## config.mk

```make
export PLATFORM = sky130hd
export DESIGN_NAME = golden_tbl_ram
export DESIGN_NICKNAME = d
export VERILOG_FILES = /design/src/rtl/golden_tbl_ram.sv
export SDC_FILE = /design/constraint.sdc
export NUM_CORES = 2
export LEC_CHECK = 0
export ABC_AREA = 1
export CORE_MARGIN = 1
export CORE_UTILIZATION = 50
export CTS_BUF_LIST = sky130_fd_sc_hd__clkbuf_2 sky130_fd_sc_hd__clkbuf_4 sky130_fd_sc_hd__clkbuf_8
export CTS_CLUSTER_DIAMETER = 50
export DETAILED_ROUTE_END_ITERATION = 10
export DONT_BUFFER_PORTS = 1
export PLACE_DENSITY_LB_ADDON = 0.2
export SETUP_SLACK_MARGIN = 0.3
export SLEW_MARGIN = 0
export SYNTH_ARGS = -nofsm -noshare
export SYNTH_HDL_FRONTEND = slang
export SYNTH_SLANG_ARGS = --single-unit
```

## constraint.sdc

```tcl
create_clock -name clk -period 1.57 [get_ports clk]
set_input_delay 0.0785 -clock clk [delete_from_list [all_inputs] [get_ports clk]]
set_output_delay 0.0785 -clock clk [all_outputs]
set_load 0.02 [all_outputs]
```

## src/rtl/golden_tbl_ram.sv

```systemverilog
// Golden truth table: 2^AW x 1 RAM, one write port, one read port, 1-cycle read.
module golden_tbl_ram #(
    parameter int unsigned AW = 11
) (
    input  logic          clk,
    input  logic          i_we,
    input  logic [AW-1:0] i_waddr,
    input  logic          i_wdata,
    input  logic          i_re,
    input  logic [AW-1:0] i_raddr,
    output logic          o_rdata
);

    localparam int unsigned DEPTH = 1 << AW;

    logic r_mem [DEPTH];
    logic r_rdata;

    // Contents are deliberately not reset so a loaded table survives rst.
    always_ff @(posedge clk) begin
        if (i_we) begin
            r_mem[i_waddr] <= i_wdata;
        end
        if (i_re) begin
            r_rdata <= r_mem[i_raddr];
        end
    end

    assign o_rdata = r_rdata;

endmodule

```

== Word level (Yosys, flattened, before mapping) ==
Memories as Yosys holds them, arrays and structs flattened. A register that Yosys moved wholly into a read port is not among the register bits.
Cells that the tools add are included.

* Register bits after elaboration: 0
* Memory bits (writable): 2,048
* Input bits: 26
* Output and inout bits: 1
* Logic and storage cells: 3
* Memories kept: 1

* Mux-type cells: 2

{| class="wikitable"
|+ Memory list
! memory !! words !! bits a word !! rd ports !! clocked after Yosys merged registers in !! write ports !! line !! source
|-
| r_mem || 2,048 || 1 || 1 || 1 || 1 || 16 || <nowiki>logic r_mem [DEPTH];</nowiki>
|}

{| class="wikitable"
|+ Operators by type and width
! cell !! number
|-
| 1-bit two-way mux || 2
|}

== Depth between registers and ports, before layout ==
* Depth in word-level cells: 2
* Depth in mapped cells: 17
* Mapped depth without buffers: 13

== Worst setup path before layout ==
Ideal clock, no wire load.

* Path kind: input to register
* From: input port i_raddr[0]
* To: register r_rdata (netlist: o_rdata) (read register of r_mem) (data pin)
* Library setup time: 0.253 ns
* Arrival: 1.448 ns
* Data required time: 1.317 ns
* Path slack: -0.131 ns
* Stages: 16
* Buffers on the path: 4
* Path through: buf_4 > buf_6 > buf_4 > buf_2 > a21oi_1 > o21ai_0 > nand3_1 > nand3_1 > nand3_1 > nand3_1 > nand3_1 > nand3_1 > nand3_1 > nand3_1 > nand3_1 > nand2_1

{| class="wikitable"
|+ RTL lines
! what !! line !! source
|-
| start: declaration || 10 || <nowiki>input logic [AW-1:0] i_raddr,</nowiki>
|-
| end: declaration || 17 || <nowiki>logic r_rdata;</nowiki>
|}

==> impl_metrics.json <==
{
  "drtPass1Iterations": 8,
  "place.gp.congestion": 0.846,
  "synth_cells": 9246,
  "rsz0062_at_grt": "yes",
  "rows": 156,
  "swShare_pct": 23.1,
  "synth_area_per_cell_um2": 9.93,
  "antenna_found_initial": 8,
  "portBuffers": 0,
  "grt_pass1_vias": 67600,
  "hold_viol": 11,
  "fmax_mhz": 146,
  "die_h_um": 430,
  "crit_chain": "inv_16 > buf_12 > buf_12 > buf_4 > nand2_1 > nand3_1 > nand3_1 > nand3_1 > nand3_1 > nand3_1 > nand3_1 > nand3_2 > nand3_1 > nand3_1 > nand3_1 > nand2_1",
  "slew_viol_final": 1027,
  "chipWidth_um": 430,
  "track_usage_pct": 31.4,
  "routed-via-count": 71600,
  "use_met2_pct": 50.0,
  "drt_iter0_drc": 10100,
  "hp-class": "input pin to flop",
  "worstPathRequired_ns": 2.50,
  "synth_compound_area_share_pct": 0.0286,
  "start_util_pct": 50.6,
  "grt_use_met1_pct": 42.7,
  "synth-seq-cells": 2049,
  "synth_area_um2": 91800,
  "synth_xor_area_share_pct": 0,
  "cts_max_path_buffers": 4,
  "core_area_um2": 182000,
  "slowest_delay_ns": 2.18,
  "power_frac_clock_pct": 40.3,
  "ir_drop_v": 0.000932,
  "cts_buffers": 351,
  "crit_fanout": 1026,
  "leakage_nw": 35.8,
  "setup_tns_ns": -24.07,
  "cts_max_level": 5,
  "min_period_ns": 6.85,
  "cts_sinks": 2049,
  "avgViaCountPerCell": 6.01,
  "violations": "negative hold slack, max-slew violations, negative setup slack",
  "wl_per_cell_um": 24.9,
  "p_sw_mw": 26.1,
  "combPwrFrac_pct": 6.5,
  "clock-root-buffer": "clkbuf_8",
  "start_kind": "input pin",
  "fin_worst_skew_ns": 0.0570,
  "cts_tree": "yes",
  "crit_type": "input pin to flop",
  "hpwl_um": 152000,
  "tightest_slew_ns": 8.67,
  "grt_pass1_wl_um": 434000,
  "layout.nets": 9324,
  "powerDensity_nw_per_um2": 1070,
  "relSlewSlack_pct": -478,
  "p_seq_share_pct": 53.2,
  "synthAdderAreaFrac_pct": 0,
  "final_layout_size_suffix_gt1_share_pct": 13.3,
  "intPower_mw": 87.1,
  "synth_mux_area_share_pct": 0,
  "end_kind": "flop",
  "clk-insertion-delay-late_ns": 1.05,
  "cap_violations": 0,
  "wl_um": 297000,
  "synthDistinctLibCells": 18,
  "syn-num-nets": 9272,
  "ant_nets": 0,
  "setup-violations-final": 162,
  "area_delta_synth_final_pct": 15.3,
  "final_util_pct": 58.3,
  "dieArea_um2": 185000,
  "grt_overflow": 0,
  "fin_hold_ws_ns": -0.586,
  "crit_top_cell": "nand3_1",
  "synth_top_family_by_area": "simple AND/OR/NAND/NOR gates",
  "met3_usage_pct": 5.76,
  "clkTransAtPathRegs_ns": 0.06,
  "status": "finished, violations left",
  "grt-busiest-layer": "met2",
  "ios": 27,
  "finalCritPeriodShare_pct": 436,
  "drc": 0,
  "cp.arrival_ns": 7.78,
  "yosysWarnings": 0,
  "setup_ws_ns": -5.28,
  "grt_max_degree": 1027,
  "crit_slowest_cell": "inv_16",
  "synth_seq_area_share_pct": 67.0,
  "yosys.area_share.simple_pct": 28.6
}
power by group through the flow:
stage / Sequential, mW / Clock (mW) / Combinational, mW
floorplan: 61.4 / 0 / 4.06
global placement: 61.3 / 0 / 6.38
detailed placement: 61.3 / 0 / 6.45
CTS: 60.2 / 46.0 / 6.67
global route: 60.2 / 48.1 / 7.47
finish: 60.2 / 45.6 / 7.40
logic make-up after synthesis:
| family | after synthesis |
|---|---|
| DFF | 2049 |
| and+or+nand+nor | 6297 |
| buffers and inverters | 895 |
| AOI/OAI and AO/OA | 5 |
critical path, delay by kind of cell:
family                 cells  cell delay, ns
buffers and inverters      4            2.98
AND/OR/NAND/NOR           12            1.12
placed cells by master (no fill, tap or decap), types with 100 or more instances in the layout:
cell type / instances
nand2_1: 2107
edfxtp_1: 2049
nor2_1: 1975
nand3_1: 1946
clkbuf_8: 356
buf_4: 260
buf_12: 225
clkbuf_4: 106
nor2_2: 105
clkinv_1: 100
flip-flops by register name, indices dropped and copies added, names as in the netlist:
name / count
r_mem: 2048
o_rdata: 1
final timing paths:
check,endpoint,from,slack (ns),cells after the start
worst max-delay path,o_rdata,i_raddr[0],-5.28,16
worst min-delay path,o_rdata,i_raddr[8],-0.59,4
worst max register to register,o_rdata,r_mem[1877],-0.45,12
worst min register to register,o_rdata,r_mem[826],1.29,12
routing by layer:
metal / vias to the layer above / wire length [um]
li1: 31400 / -
met1: 35200 / 114000
met2: 4272 / 136000
met3: 712 / 33900
met4: 0 / 12400
met5: - / 0
repair_timing:
item / in CTS / in global routing
gates cloned: 0 / 2
pin swaps: 5 / 26
hold buffers: 46 / 16
endpoints found under the hold margin: 4098 / 851
resized for setup: 53 / 115
endpoints found under the setup margin: 2 / 2034
buffers inserted: 0 / 1
Yosys cell counts (all sizes together):
master / instances / area, um^2
o22ai: 1 / 6.26
nand2: 2146 / 8060
nand3: 2046 / 10200
edfxtp: 2049 / 61500
o21ai: 3 / 15.0
buf: 373 / 2040
nor3: 18 / 100
inv: 58 / 220
clkbuf: 464 / 1740
a21oi: 1 / 5.00
nor2: 2087 / 7830
stage by stage:
stage / hold WS (ns) / instances / worst slack [ns] / area [um^2] / power [mW]
finish: -0.586 / 11900 / -5.28 / 106000 / 113
global route: -0.588 / 11900 / -0.571 / 106000 / 116
CTS: -0.663 / 11900 / -0.282 / 105000 / 113
detailed placement: 0.195 / 11300 / -1.11 / 98200 / 67.8
global placement: 0.195 / 11300 / -1.22 / 98200 / 67.7
floorplan: 0.177 / 9246 / -0.0712 / 92700 / 65.4
cell type report:
class	count	area, um^2
Fill cell	15400	75700
Sequential cell	2049	61500
Multi-Input combinational cell	6302	27600
Timing Repair Buffer	536	7020
Clock buffer	462	5700
Tap cell	2370	2970
Clock inverter	132	659
Inverter	58	260
Antenna cell	5	12.5
No activity file was read; power rests on OpenSTA's default activity.
